### src/rtl/msx_kb_pkg.sv
// Shared types and constants for the MSX keyboard matrix mapper.
package msx_kb_pkg;

  localparam int KB_ROWS = 11;
  localparam int KB_COLS = 8;

  // ps2_key field offsets
  localparam int PS2_TOG_BIT   = 10;
  localparam int PS2_PRESS_BIT = 9;
  localparam int PS2_EXT_BIT   = 8;
  localparam int PS2_CODE_MSB  = 7;
  localparam int PS2_CODE_LSB  = 0;

  typedef logic [KB_COLS-1:0] kb_row_t;
  typedef kb_row_t [KB_ROWS-1:0] kb_matrix_t;

  typedef struct packed {
    logic       valid;
    logic [3:0] row;
    logic [2:0] col;
  } kb_lookup_t;

  // Builds a valid lookup entry for the scancode table.
  function automatic kb_lookup_t kb_entry(input logic [3:0] row, input logic [2:0] col);
    kb_lookup_t e;
    e.valid = 1'b1;
    e.row   = row;
    e.col   = col;
    return e;
  endfunction

endpackage

### src/rtl/msx_keymap_rom.sv
// Combinational set-2 scancode {ext, code} -> MSX international matrix position.
module msx_keymap_rom
  import msx_kb_pkg::*;
(
  input  logic [8:0]  key_i,
  output kb_lookup_t  res_o
);

  // Scancode table; anything not listed is an unmapped key.
  always_comb begin
    res_o = '0;
    case (key_i)
      // row 0: 0..7
      9'h045: res_o = kb_entry(4'd0, 3'd0);
      9'h016: res_o = kb_entry(4'd0, 3'd1);
      9'h01E: res_o = kb_entry(4'd0, 3'd2);
      9'h026: res_o = kb_entry(4'd0, 3'd3);
      9'h025: res_o = kb_entry(4'd0, 3'd4);
      9'h02E: res_o = kb_entry(4'd0, 3'd5);
      9'h036: res_o = kb_entry(4'd0, 3'd6);
      9'h03D: res_o = kb_entry(4'd0, 3'd7);
      // row 1: 8 9 - = \ [ ] ;
      9'h03E: res_o = kb_entry(4'd1, 3'd0);
      9'h046: res_o = kb_entry(4'd1, 3'd1);
      9'h04E: res_o = kb_entry(4'd1, 3'd2);
      9'h055: res_o = kb_entry(4'd1, 3'd3);
      9'h05D: res_o = kb_entry(4'd1, 3'd4);
      9'h054: res_o = kb_entry(4'd1, 3'd5);
      9'h05B: res_o = kb_entry(4'd1, 3'd6);
      9'h04C: res_o = kb_entry(4'd1, 3'd7);
      // row 2: ' ` , . / dead A B
      9'h052: res_o = kb_entry(4'd2, 3'd0);
      9'h00E: res_o = kb_entry(4'd2, 3'd1);
      9'h041: res_o = kb_entry(4'd2, 3'd2);
      9'h049: res_o = kb_entry(4'd2, 3'd3);
      9'h04A: res_o = kb_entry(4'd2, 3'd4);
      9'h061: res_o = kb_entry(4'd2, 3'd5);
      9'h01C: res_o = kb_entry(4'd2, 3'd6);
      9'h032: res_o = kb_entry(4'd2, 3'd7);
      // row 3: C D E F G H I J
      9'h021: res_o = kb_entry(4'd3, 3'd0);
      9'h023: res_o = kb_entry(4'd3, 3'd1);
      9'h024: res_o = kb_entry(4'd3, 3'd2);
      9'h02B: res_o = kb_entry(4'd3, 3'd3);
      9'h034: res_o = kb_entry(4'd3, 3'd4);
      9'h033: res_o = kb_entry(4'd3, 3'd5);
      9'h043: res_o = kb_entry(4'd3, 3'd6);
      9'h03B: res_o = kb_entry(4'd3, 3'd7);
      // row 4: K L M N O P Q R
      9'h042: res_o = kb_entry(4'd4, 3'd0);
      9'h04B: res_o = kb_entry(4'd4, 3'd1);
      9'h03A: res_o = kb_entry(4'd4, 3'd2);
      9'h031: res_o = kb_entry(4'd4, 3'd3);
      9'h044: res_o = kb_entry(4'd4, 3'd4);
      9'h04D: res_o = kb_entry(4'd4, 3'd5);
      9'h015: res_o = kb_entry(4'd4, 3'd6);
      9'h02D: res_o = kb_entry(4'd4, 3'd7);
      // row 5: S T U V W X Y Z
      9'h01B: res_o = kb_entry(4'd5, 3'd0);
      9'h02C: res_o = kb_entry(4'd5, 3'd1);
      9'h03C: res_o = kb_entry(4'd5, 3'd2);
      9'h02A: res_o = kb_entry(4'd5, 3'd3);
      9'h01D: res_o = kb_entry(4'd5, 3'd4);
      9'h022: res_o = kb_entry(4'd5, 3'd5);
      9'h035: res_o = kb_entry(4'd5, 3'd6);
      9'h01A: res_o = kb_entry(4'd5, 3'd7);
      // row 6: SHIFT CTRL GRAPH CAPS CODE F1 F2 F3
      9'h012: res_o = kb_entry(4'd6, 3'd0);
      9'h059: res_o = kb_entry(4'd6, 3'd0);
      9'h014: res_o = kb_entry(4'd6, 3'd1);
      9'h114: res_o = kb_entry(4'd6, 3'd1);
      9'h011: res_o = kb_entry(4'd6, 3'd2);
      9'h058: res_o = kb_entry(4'd6, 3'd3);
      9'h111: res_o = kb_entry(4'd6, 3'd4);
      9'h005: res_o = kb_entry(4'd6, 3'd5);
      9'h006: res_o = kb_entry(4'd6, 3'd6);
      9'h004: res_o = kb_entry(4'd6, 3'd7);
      // row 7: F4 F5 ESC TAB STOP BS SELECT RETURN
      9'h00C: res_o = kb_entry(4'd7, 3'd0);
      9'h003: res_o = kb_entry(4'd7, 3'd1);
      9'h076: res_o = kb_entry(4'd7, 3'd2);
      9'h00D: res_o = kb_entry(4'd7, 3'd3);
      9'h00A: res_o = kb_entry(4'd7, 3'd4);
      9'h066: res_o = kb_entry(4'd7, 3'd5);
      9'h083: res_o = kb_entry(4'd7, 3'd6);
      9'h05A: res_o = kb_entry(4'd7, 3'd7);
      9'h15A: res_o = kb_entry(4'd7, 3'd7);
      // row 8: SPACE HOME INS DEL LEFT UP DOWN RIGHT
      9'h029: res_o = kb_entry(4'd8, 3'd0);
      9'h16C: res_o = kb_entry(4'd8, 3'd1);
      9'h170: res_o = kb_entry(4'd8, 3'd2);
      9'h171: res_o = kb_entry(4'd8, 3'd3);
      9'h16B: res_o = kb_entry(4'd8, 3'd4);
      9'h175: res_o = kb_entry(4'd8, 3'd5);
      9'h172: res_o = kb_entry(4'd8, 3'd6);
      9'h174: res_o = kb_entry(4'd8, 3'd7);
      // row 9: keypad * + / 0 1 2 3 4
      9'h07C: res_o = kb_entry(4'd9, 3'd0);
      9'h079: res_o = kb_entry(4'd9, 3'd1);
      9'h14A: res_o = kb_entry(4'd9, 3'd2);
      9'h070: res_o = kb_entry(4'd9, 3'd3);
      9'h069: res_o = kb_entry(4'd9, 3'd4);
      9'h072: res_o = kb_entry(4'd9, 3'd5);
      9'h07A: res_o = kb_entry(4'd9, 3'd6);
      9'h06B: res_o = kb_entry(4'd9, 3'd7);
      // row 10: keypad 5 6 7 8 9 - (comma absent on PC) .
      9'h073: res_o = kb_entry(4'd10, 3'd0);
      9'h074: res_o = kb_entry(4'd10, 3'd1);
      9'h06C: res_o = kb_entry(4'd10, 3'd2);
      9'h075: res_o = kb_entry(4'd10, 3'd3);
      9'h07D: res_o = kb_entry(4'd10, 3'd4);
      9'h07B: res_o = kb_entry(4'd10, 3'd5);
      9'h071: res_o = kb_entry(4'd10, 3'd7);
      default: res_o = '0;
    endcase
  end

endmodule

### src/rtl/msx_keymap.sv
// PS/2 event -> MSX 11x8 keyboard matrix, three-stage pipeline with registered row readout.
module msx_keymap
  import msx_kb_pkg::*;
(
  input  logic        clk,
  input  logic        reset_n,
  input  logic [10:0] ps2_key,
  input  logic        kb_clear,
  input  logic [3:0]  kb_row,
  output logic [7:0]  kb_data,
  output logic        key_evt
);

  logic        tog_q;
  logic        evt_s;

  logic        s1_valid_q, s1_valid_d;
  logic        s1_press_q, s1_press_d;
  logic [8:0]  s1_key_q,   s1_key_d;

  kb_lookup_t  rom_s;
  kb_lookup_t  s2_q,       s2_d;
  logic        s2_press_q, s2_press_d;

  kb_matrix_t  matrix_q,   matrix_d;
  logic [7:0]  kb_data_q,  kb_data_d;
  logic        key_evt_q,  key_evt_d;

  msx_keymap_rom u_rom (
    .key_i (s1_key_q),
    .res_o (rom_s)
  );

  // Previous-toggle register: no reset so it keeps tracking ps2_key while reset_n is low,
  // which means the first edge after release never sees a spurious toggle.
  always_ff @(posedge clk) begin
    tog_q <= ps2_key[PS2_TOG_BIT];
  end

  // Next-state for all pipeline stages, the matrix and the readout.
  always_comb begin
    evt_s      = ps2_key[PS2_TOG_BIT] ^ tog_q;

    // stage 1: capture the raw event; a clear also discards a freshly sampled one
    s1_valid_d = evt_s & ~kb_clear;
    if (evt_s) begin
      s1_press_d = ps2_key[PS2_PRESS_BIT];
      s1_key_d   = {ps2_key[PS2_EXT_BIT], ps2_key[PS2_CODE_MSB:PS2_CODE_LSB]};
    end else begin
      s1_press_d = s1_press_q;
      s1_key_d   = s1_key_q;
    end

    // stage 2: register the table lookup; unmapped keys drop out here
    s2_d       = rom_s;
    s2_d.valid = rom_s.valid & s1_valid_q & ~kb_clear;
    s2_press_d = s1_press_q;

    // stage 3: matrix write (press clears, release sets); clear has priority
    matrix_d  = matrix_q;
    key_evt_d = 1'b0;
    if (kb_clear) begin
      matrix_d = '1;
    end else if (s2_q.valid && (s2_q.row < 4'(KB_ROWS))) begin
      matrix_d[s2_q.row][s2_q.col] = ~s2_press_q;
      key_evt_d                    = 1'b1;
    end else begin
      matrix_d  = matrix_q;
    end

    // readout: rows beyond the matrix read as all released
    if (kb_row < 4'(KB_ROWS)) begin
      kb_data_d = matrix_q[kb_row];
    end else begin
      kb_data_d = 8'hFF;
    end
  end

  // Pipeline, matrix and output registers.
  always_ff @(posedge clk or negedge reset_n) begin
    if (!reset_n) begin
      s1_valid_q <= 1'b0;
      s1_press_q <= 1'b0;
      s1_key_q   <= 9'h000;
      s2_q       <= '0;
      s2_press_q <= 1'b0;
      matrix_q   <= '1;
      kb_data_q  <= 8'hFF;
      key_evt_q  <= 1'b0;
    end else begin
      s1_valid_q <= s1_valid_d;
      s1_press_q <= s1_press_d;
      s1_key_q   <= s1_key_d;
      s2_q       <= s2_d;
      s2_press_q <= s2_press_d;
      matrix_q   <= matrix_d;
      kb_data_q  <= kb_data_d;
      key_evt_q  <= key_evt_d;
    end
  end

  assign kb_data = kb_data_q;
  assign key_evt = key_evt_q;

endmodule

### config.mk
export PLATFORM = sky130hd
export DESIGN_NAME = msx_keymap
export DESIGN_NICKNAME = d
export VERILOG_FILES = /design/src/rtl/msx_kb_pkg.sv /design/src/rtl/msx_keymap_rom.sv /design/src/rtl/msx_keymap.sv
export SDC_FILE = /design/constraint.sdc
export NUM_CORES = 1
export LEC_CHECK = 0
export BUFFER_PORTS_ARGS = -buffer_cell sky130_fd_sc_hd__buf_4
export CAP_MARGIN = 0
export CORE_MARGIN = 1
export CORE_UTILIZATION = 55
export CTS_CLUSTER_DIAMETER = 150
export DETAILED_ROUTE_END_ITERATION = 6
export PLACE_DENSITY = 0.71
export SLEW_MARGIN = 20
export SYNTH_ARGS = -nofsm -noshare
export SYNTH_HDL_FRONTEND = slang
export SYNTH_SLANG_ARGS = --single-unit
### constraint.sdc
create_clock -name clk -period 1.79 [get_ports clk]
set_input_delay 0.0895 -clock clk [delete_from_list [all_inputs] [get_ports clk]]
set_output_delay 0.0895 -clock clk [all_outputs]
set_load 0.01 [all_outputs]
==> impl_metrics.yaml, run 1 <==
outcome:
  status: "finished with violations"
  violations: "setup timing"
timing:
  hold_viol: 0
  max_freq_ghz: 0.4533
  report.final.slew_viol_count: 0
  tightestPinTransition_ns: 0.7699
  slew_headroom_pct: 48.33
  fin_ws_ns: -0.4158
  fin_crit_sh_pct: 123.2
  fin_crit_ns: 2.206
  fin_skew_ns: 0.01585
  setup_viol: 81
  rsz0062_at_grt: "true"
setup_path:
  required_ns: 2.11
  start_kind: "flop"
  critPathKind: "reg -> reg"
  cp_data_arrival_time_ns: 2.52
  end_kind: "flop"
  critPathMaxFanout: 7
floorplan:
  initial_core_util_pct: 57.02
  die_h_um: 116.8
  floorplan.rows: 41
  dieArea_um2: 13650
  fp.coreArea_um2: 12720
  io_pins: 27
  chipWidth_um: 116.8
clocking:
  root_buffer: "clkbuf_16"
  cts_made_buffers: 17
  clockBufferDepth: 2
  clk_pin_slew_worst_paths_ns: 0.06
  clkSinkCount: 118
  htreeDepth: 4
  insertion_delay_ns: 0.43
  cts_tree: "done"
yosys:
  synth_ff_type: "dfstp_2"
  synth_top_area_share_pct: 34.77
  synth_cell_type_count: 74
  ys_async_sr_fraction_pct: 99.15
  synthSimpleGateAreaFrac_pct: 23.08
  ys_seq_area_share_pct: 42.29
  synth_top_family_by_area: "simple AND/OR/NAND/NOR gates"
  synth_cells: 782
  synth.net_count: 800
  synth_compound_area_share_pct: 21.32
  synthMuxAreaShare_pct: 6.985
  ys_warn_count: 0
  synth_xor_area_share_pct: 0.7244
  syn_area_per_cell_um2: 9.277
  synth-edff-count: 0
  synthTopCellsByArea: "dfstp_2 (35%), a211o_1 (11%), dfrtp_1 (7.2%)"
  yosys.area.top_type: "dfstp_2"
  synth_seq_cells: 118
  synth_area_um2: 7254
  yosys.area_share.adder_pct: 0.1380
route:
  dr.pass1.iters: 7
  drc_errors: 0
  drt-total-wl_um: 31860
  initialDrtViolationCount: 1351
  wl_per_cell_um: 27.25
  drtAntennaViolNets: 0
  via_per_inst: 6.999
  num_vias: 8182
grt:
  antenna_found_initial: 1
  grt_pass1_vias: 7717
  grt_max_degree: 57
  grt_first_pass_wirelength_um: 41590
  met3_usage_pct: 11.23
  grt_use_met2_pct: 70.73
  grt-ovfl-total: 0
  grtUsageTotal_pct: 41.66
  grt.busiest_layer: "met2"
  use_met1_pct: 43.61
placement:
  gp_congestion: 1.072
  hpwlAfterDp_um: 17620
  place_inst: 1076
  numPortBuffers: 26
  place_ws_ns: -0.5810
layout:
  fin_nets: 1000
  drive_above_1_share_pct: 53.97
  layout.cells.non_filler: 1169
  fill_cells: 626
  area_growth_pct: 45.70
pwr:
  vdd_drop_max_mv: 0.7473
  p_leak_nw: 4.350
  powerDensity_nw_per_um2: 837.6
run:
  cap_violations: 0
min_path:
  hold_class: "in -> reg"
## per-stage QoR
stage                     power, mW  area, µm²  utilization [%]  hold slack, ns  setup TNS, ns
after floorplan               3.814       7282                -         -0.2061        -0.2636
after global placement        4.751       8656            68.04          0.1061         -4.014
after detailed placement      4.770       8656            68.04          0.1187         -3.540
after CTS                     8.338       9842            77.36         0.09579         -1.867
after global routing          9.056      10570            83.04         0.09689         -17.57
final                         8.853      10570            83.08          0.1000         -10.76
## routing by layer
layer / vias to the layer above / part of all wire, %
met5: - / 0
met4: 0 / 9.1
met3: 291 / 12
met2: 730 / 47
met1: 3892 / 32
li1: 3269 / -
## sequential cells by signal, summed over array words and instances, names as in the netlist
| name | flops |
|---|---|
| s1_valid_q | 1 |
| key_evt | 1 |
| kb_data | 8 |
| tog_q | 1 |
| s1_key_q | 9 |
| s2_q | 8 |
| matrix_q | 88 |
| s1_press_q | 1 |
| s2_press_q | 1 |
## final cells by class
cell class	instances	area [µm²]	share of cell area, %
Antenna cell	2	5.005	0.04735
Clock buffer	20	446.7	4.226
Sequential cell	118	3079	29.13
Clock inverter	12	128.9	1.219
Tap cell	172	215.2	2.036
Inverter	19	71.32	0.6747
Multi-Input combinational cell	580	4469	42.28
Timing Repair Buffer	246	2155	20.38
## power breakdown
part | switching (mW) | internal, mW
sequential | 0.150 | 2.78
clock | 1.32 | 2.08
combinational | 1.41 | 1.12
total | 2.88 | 5.97
## cell families (layout without fill, tap and decap cells)
logic type	Yosys count	after routing
adders and majority gates	1	1
xor gates and xnor gates	6	6
buffers and inverters	84	297
DFF	118	118
other	0	2
muxes	29	29
AOI/OAI and AO/OA	200	200
and+or+nand+nor	344	344
## cell usage after synthesis, drive strengths merged, types with 4 or more instances
cell     instances
xor2             4
a211o           90
clkbuf          32
nor2b            4
nand2b          17
dfrtp           21
nand2          110
or3              4
o22a             9
mux4            16
a2111oi          5
nor4             9
nand4bb          4
o22ai            5
mux2            13
o211ai           4
and3             4
a32oi            6
dfstp           96
o221ai          10
buf             33
nand3            9
inv             19
nor2           121
nor3            29
a21oi           16
o21ai           31
## repair_timing
| action | CTS | global route |
|---|---|---|
| setup buffers | 22 | 19 |
| gates resized for setup | 63 | 153 |
| hold endpoints to repair | 26 | 0 |
| pin swaps | 16 | 78 |
| hold buffers | 13 | 0 |
| gates cloned | 2 | 3 |
| setup endpoints to repair | 14 | 50 |
## worst paths after layout
kind	from	to	slack, ns	cells past startpoint
setup / recovery	s1_key_q[6]	s2_q[7]	-0.42	7
hold / removal	kb_clear	s1_valid_q	0.10	2
setup reg to reg	s1_key_q[6]	s2_q[7]	-0.42	7
hold reg to reg	s1_press_q	s2_press_q	0.38	0
max in group asynchronous	reset_n	matrix_q[67]	0.85	3
min in group asynchronous	reset_n	s2_q[1]	0.28	2
## worst max-delay path, cell delays in order (launching register included)
cell and delay (ns):
dfrtp_2 0.46, buf_4 0.16, nor4b_4 0.36, nor4bb_1 0.56, nor4_4 0.10, o311ai_2 0.13
nor4_2 0.08, a311oi_1 0.24
## cells in the final DEF, fill, tap and decap left out, types with 4 or more instances in the layout
cell type / count
nand2_1: 63
nand2b_1: 11
dfrtp_2: 9
nand2b_2: 4
o21ai_0: 24
nand3_1: 8
dlygate4sd3_1: 13
nor3_4: 4
nor4_1: 5
inv_2: 4
dfstp_2: 96
mux2_2: 13
inv_1: 15
a32oi_1: 5
o22a_1: 9
a21oi_1: 11
nor2_4: 4
o211ai_1: 4
o221ai_1: 9
a2111oi_2: 4
nand2_2: 28
buf_4: 194
buf_6: 26
a21oi_2: 5
dfrtp_1: 12
clkbuf_16: 17
o22ai_1: 4
buf_12: 11
mux4_2: 16
nor3_1: 16
o21ai_1: 7
nor2_1: 101
nor2_2: 16
a211o_1: 89
nor3_2: 9
nand2_4: 19
clkinvlp_4: 4
Note: power is estimated with default switching activity, not from simulation.
==> run 2, diff against run 1 <==
--- a/config.mk
+++ b/config.mk
@@ -11,7 +11,7 @@
 export CORE_UTILIZATION = 55
 export CTS_CLUSTER_DIAMETER = 150
 export DETAILED_ROUTE_END_ITERATION = 6
-export PLACE_DENSITY = 0.71
+export PLACE_DENSITY = 0.68
 export SLEW_MARGIN = 20
 export SYNTH_ARGS = -nofsm -noshare
 export SYNTH_HDL_FRONTEND = slang
==> constraint.sdc (replaced) <==
create_clock -name clk -period 2.4 [get_ports clk]
set_input_delay 0.12 -clock clk [delete_from_list [all_inputs] [get_ports clk]]
set_output_delay 0.12 -clock clk [all_outputs]
set_load 0.01 [all_outputs]
==> run 2 against run 1 <==
  * The run ends with DRC left
  * Sequential share of layout area is 4.6 points higher
  * Sequential cell count stayed put
  * Combinational power is 48% lower
  * Critical endpoint is now s2_q[0]
  * Hold slack better by 0.13 ns
  * First-iteration DRC count is 5.6% higher
==> impl_metrics.yaml, run 2 (synthesized netlist as in run 1, its figures left out) <==
setup_path:
  end_kind: "flop"
  cp_data_arrival_time_ns: 2.69
  crit_top_cell: "buf_4"
  max_stage_delay_ns: 0.47
  path_cells: "buf_4, nor3_2, nand2_1, buf_4, o311ai_0, and4bb_1, nand4b_1"
  critPathBufInv: 2
  required_ns: 2.75
  critPathMaxFanout: 9
  critPathKind: "reg -> reg"
  crit_slowest_cell: "dfrtp_2"
  critPathTopFamily: "simple AND/OR/NAND/NOR gates"
  start_kind: "flop"
grt:
  grt-ovfl-total: 0
  grt_max_degree: 92
  grt.busiest_layer: "met2"
  grt_use_met2_pct: 63.00
  grtUsageTotal_pct: 39.17
  met3_usage_pct: 11.07
  use_met1_pct: 46.35
  grt_pass1_vias: 7042
  antenna_found_initial: 0
  grt_first_pass_wirelength_um: 38690
clocking:
  insertion_delay_ns: 0.43
  cts_made_buffers: 17
  htreeDepth: 4
  root_buffer: "clkbuf_16"
  clk_pin_slew_worst_paths_ns: 0.06
  cts_tree: "done"
  clkSinkCount: 118
  clockBufferDepth: 2
layout:
  layout.cells.non_filler: 1076
  fill_cells: 858
  regArea_um2: 3072
  layout_common_cells: "buf_4 (135), nor2_1 (118), nand2_1 (110), dfstp_2 (96), a211o_1 (90)"
  top_regs: "matrix_q (88), s1_key_q (9)"
  num_antenna_cells: 0
  fin_nets: 909
  area_growth_pct: 25.58
  final_area_um2: 9110
  layout_commonest_cell: "buf_4"
  top_register: "matrix_q"
  largest_reg_flops: 88
  multiInputGateArea_um2: 3845
  drive_above_1_share_pct: 35.95
route:
  wl_per_cell_um: 23.87
  drt-total-wl_um: 25690
  num_vias: 7260
  dr.pass1.iters: 7
  initialDrtViolationCount: 1426
  via_per_inst: 6.747
  drtAntennaViolNets: 0
  drc_errors: 15
outcome:
  status: "finished with violations"
  violations: "DRC"
timing:
  rsz0062_at_grt: "false"
  setup_viol: 0
  tightestPinTransition_ns: 0.9770
  max_freq_ghz: 0.4281
  fin_crit_ns: 2.336
  report.final.slew_viol_count: 0
  fin_crit_sh_pct: 97.33
  slew_headroom_pct: 34.86
  fin_skew_ns: 0.009000
  hold_viol: 0
run:
  cap_violations: 0
pwr:
  p_leak_nw: 3.459
  vdd_drop_max_mv: 0.4865
  powerDensity_nw_per_um2: 678.3
floorplan:
  floorplan.rows: 41
  die_h_um: 116.8
  io_pins: 27
  fp.coreArea_um2: 12720
  initial_core_util_pct: 57.02
  dieArea_um2: 13650
  chipWidth_um: 116.8
placement:
  hpwlAfterDp_um: 17410
  gp_congestion: 0.9426
  placement.cell_area_um2: 8262
  numPortBuffers: 26
  place_inst: 1026
min_path:
  hold_class: "in -> reg"
==> run 2: changes by cell type in the layout (fill, tap and decap cells not counted), moves of 6 or more <==
cell	delta
buf_6	-26
nor3_2	-7
buf_4	-59
nand2b_1	+6
nand2_2	-28
nor2_1	+17
nand2_4	-19
dfrtp_1	+6
dfrtp_2	-6
nor2_2	-13
nor3_1	+9
nand2_1	+47
==> run 2: worst paths after layout <==
kind / start / to / slack (ns) / cells after the start
worst min-delay path: kb_row[3] / kb_data[1] / 0.23 / 3
worst max register to register: s1_key_q[7] / s2_q[0] / 0.06 / 7
worst min register to register: s1_press_q / s2_press_q / 0.38 / 0
min in group asynchronous: reset_n / s1_valid_q / 0.28 / 2
worst max-delay path: s1_key_q[7] / s2_q[0] / 0.06 / 7
max in group asynchronous: reset_n / matrix_q[27] / 1.43 / 3
==> run 2: what timing repair did <==
item,CTS,global route
gates resized for setup,2,13
hold endpoints to repair,24,0
hold buffers,13,0
gates cloned,0,0
buffers inserted,0,5
setup endpoints to repair,2,5
==> run 2: cell type report <==
| class | instances | area share, % |
|---|---|---|
| Clock buffer | 20 | 5.013 |
| Timing Repair Buffer | 155 | 14.09 |
| Tap cell | 172 | 2.362 |
| Sequential cell | 118 | 33.72 |
| Inverter | 19 | 0.7829 |
| Clock inverter | 12 | 1.827 |
| Multi-Input combinational cell | 580 | 42.21 |
==> run 2: metrics by stage <==
stage          total power [mW]   TNS [ns]  utilization [%]  setup WS [ns]  hold slack, ns
2_1_floorplan             2.832          0                -         0.4248         -0.1756
3_3_place_gp              3.409    -0.1928            64.94        -0.1278          0.1352
3_5_place_dp              3.406  -0.003895            64.94      -0.003895          0.1431
4_1_cts                   6.106          0            70.88        0.01565          0.2023
5_1_grt                   6.359          0            71.61       0.006075          0.2244
6_report                  6.180          0            71.61        0.06417          0.2344
==> run 2: worst reg2reg max path, cell delays in order (launching register included) <==
cell      delay (ns)
dfrtp_2         0.47
buf_4           0.16
nor3_2          0.40
nand2_1         0.18
buf_4           0.18
o311ai_0        0.45
and4bb_1        0.30
nand4b_1        0.11
==> run 2: power breakdown <==
group,switching (mW),internal (mW),total (mW)
clock network,0.979,1.70,2.68
registers,0.113,2.07,2.18
logic,0.786,0.529,1.32
total,1.88,4.30,6.18
==> run 2: routing by layer <==
| metal | share of wire [%] | vias to the layer above |
|---|---|---|
| met5 | 0 | - |
| met4 | 6.6 | 0 |
| met3 | 9.6 | 149 |
| met2 | 47 | 516 |
| met1 | 37 | 3510 |
| li1 | - | 3085 |
==> run 3, diff against run 2 <==
--- a/config.mk
+++ b/config.mk
@@ -5,7 +5,7 @@
 export SDC_FILE = /design/constraint.sdc
 export NUM_CORES = 1
 export LEC_CHECK = 0
-export BUFFER_PORTS_ARGS = -buffer_cell sky130_fd_sc_hd__buf_4
+export BUFFER_PORTS_ARGS = -buffer_cell sky130_fd_sc_hd__clkbuf_2
 export CAP_MARGIN = 0
 export CORE_MARGIN = 1
 export CORE_UTILIZATION = 55
==> run 3 against run 2 <==
  * The flow now finishes without violations
  * Power fell by 3.8%
  * Sequential cell count is the same
  * Die area is the same
  * Critical path depth unchanged
  * Clock-buffer cell count stayed put
  * Critical endpoint is now s2_q[7]
  * Highest routed layer unchanged
==> impl_metrics.yaml, run 3 (synthesized netlist as in run 1, its figures left out) <==
route:
  initialDrtViolationCount: 806
  drt-total-wl_um: 25090
  wl_per_cell_um: 23.60
  num_vias: 7093
  drc_errors: 0
  dr.pass1.iters: 6
  via_per_inst: 6.673
  drtAntennaViolNets: 0
timing:
  rsz0062_at_grt: "true"
  tightestPinTransition_ns: 0.8109
  setup_viol: 0
  hold_viol: 0
  fin_crit_ns: 2.325
  fin_skew_ns: 0.008192
  slew_headroom_pct: 45.37
  max_freq_ghz: 0.4300
  fin_crit_sh_pct: 96.89
  report.final.slew_viol_count: 0
grt:
  antenna_found_initial: 0
  grt_max_degree: 89
  grt-ovfl-total: 0
  grt_pass1_vias: 6933
  grt_first_pass_wirelength_um: 38420
  grtUsageTotal_pct: 38.68
floorplan:
  dieArea_um2: 13650
  floorplan.rows: 41
  io_pins: 27
  fp.coreArea_um2: 12720
  die_h_um: 116.8
  chipWidth_um: 116.8
  initial_core_util_pct: 57.02
min_path:
  hold_depth: 2
  hold_class: "in -> reg"
layout:
  area_growth_pct: 22.54
  top_regs: "matrix_q (88), s1_key_q (9)"
  fin_nets: 896
  top_register: "matrix_q"
  multiInputGateArea_um2: 3842
  fill_cells: 935
  layout.cells.non_filler: 1063
  regArea_um2: 3077
  drive_above_1_share_pct: 35.13
  num_antenna_cells: 0
  layout_common_cells: "nor2_1 (119), nand2_1 (110), buf_4 (99), dfstp_2 (96), a211o_1 (90)"
  largest_reg_flops: 88
  layout_commonest_cell: "nor2_1"
setup_path:
  required_ns: 2.71
  crit_slowest_cell: "dfrtp_1"
  end_kind: "flop"
  r2r_slack_ns: 0.07
  critPathBufInv: 1
  cp_data_arrival_time_ns: 2.64
  critPathTopFamily: "simple AND/OR/NAND/NOR gates"
  critPathKind: "reg -> reg"
  max_stage_delay_ns: 0.49
  r2r-end: "s2_q[7]"
  r2r_start: "s1_key_q[7]"
  worst_r2r_path_depth: 7
  path_cells: "or3_1, buf_4, nor3_4, o21ai_0, o2111ai_1, nor4_1, a311oi_1"
  setup.worst_path.end: "s2_q[7]"
  critPathMaxFanout: 9
  critPathLaunch: "s1_key_q[7]"
  cp.depth: 7
  start_kind: "flop"
pwr:
  p_seq_share_pct: 36.8
  clockPowerShare_pct: 42.2
  report.power.total_mw: 5.947
  p_sw_share_pct: 30.90
  p_leak_nw: 3.361
  powerDensity_nw_per_um2: 669.0
  p_sw_mw: 1.838
  vdd_drop_max_mv: 0.5025
  power.internal_mw: 4.110
  pwr-share-comb_pct: 20.9
placement:
  gp_congestion: 1.035
  hpwlAfterDp_um: 17300
  place_inst: 1019
  numPortBuffers: 26
clocking:
  htreeDepth: 4
  clk_pin_slew_worst_paths_ns: 0.06
  clkSinkCount: 118
  insertion_delay_ns: 0.42
  clockBufferDepth: 2
  cts_tree: "done"
  cts_made_buffers: 17
  root_buffer: "clkbuf_16"
run:
  cap_violations: 0
outcome:
  status: "finished, final reports clean"
## run 3: cell types whose count changed in the layout (fill, tap and decap cells not counted), sizes merged
cell and delta:
buf -36, clkinv +4, clkinvlp -2, bufinv -1
inv -1, dlygate4sd3 -1, clkbuf +24
## run 3: metal layers
metal / wire [µm] / GRT usage (%) / share of wire [%] / up-vias
met5: 0 / 0 / 0 / -
met4: 1281 / 20.68 / 5.1 / 0
met3: 2611 / 12.10 / 10 / 119
met2: 11740 / 61.18 / 47 / 457
met1: 9458 / 47.55 / 38 / 3450
li1: - / - / - / 3067
## run 3: power groups by stage
stage          combinational, mW  clock, mW  sequential, mW
3_5_place_dp                1.17          0            2.21
2_1_floorplan              0.682          0            2.15
3_3_place_gp                1.17          0            2.20
5_1_grt                     1.31       2.63            2.20
6_report                    1.24       2.51            2.19
4_1_cts                     1.19       2.53            2.18
## run 3: layout make-up
type	instances	share of cell area, %
Multi-Input combinational cell	580	43.22
Clock inverter	12	1.450
Tap cell	172	2.421
Clock buffer	20	5.025
Timing Repair Buffer	142	12.47
Sequential cell	118	34.61
Inverter	19	0.8023
## run 3: worst min path at each step
stage	from	end	slack (ns)
floorplan	reset_n	key_evt	-0.18
global placement	reset_n	s2_q[6]	0.04
detailed placement	reset_n	s2_q[3]	0.05
CTS	kb_row[2]	kb_data[1]	0.06
global route	kb_row[2]	kb_data[1]	0.08
finish	kb_row[2]	kb_data[1]	0.07
## run 3: what timing repair did
action | CTS | global route
endpoints found under the setup margin | 2 | 3
hold buffers | 12 | 0
resized for setup | 2 | 13
buffers inserted | 0 | 0
hold endpoints to repair | 44 | 0
## run 3: through the flow
stage	TNS [ns]	utilization [%]	area (µm²)	hold WS, ns	worst slack [ns]
CTS	0	69.49	8841	0.06180	0.006660
global route	-0.06015	69.88	8890	0.07754	-0.06015
global placement	-0.05520	63.94	8134	0.03746	-0.04265
finish	0	69.88	8890	0.06577	0.07466
floorplan	0	-	7254	-0.1756	0.4248
detailed placement	-0.1494	63.94	8134	0.04737	-0.09113
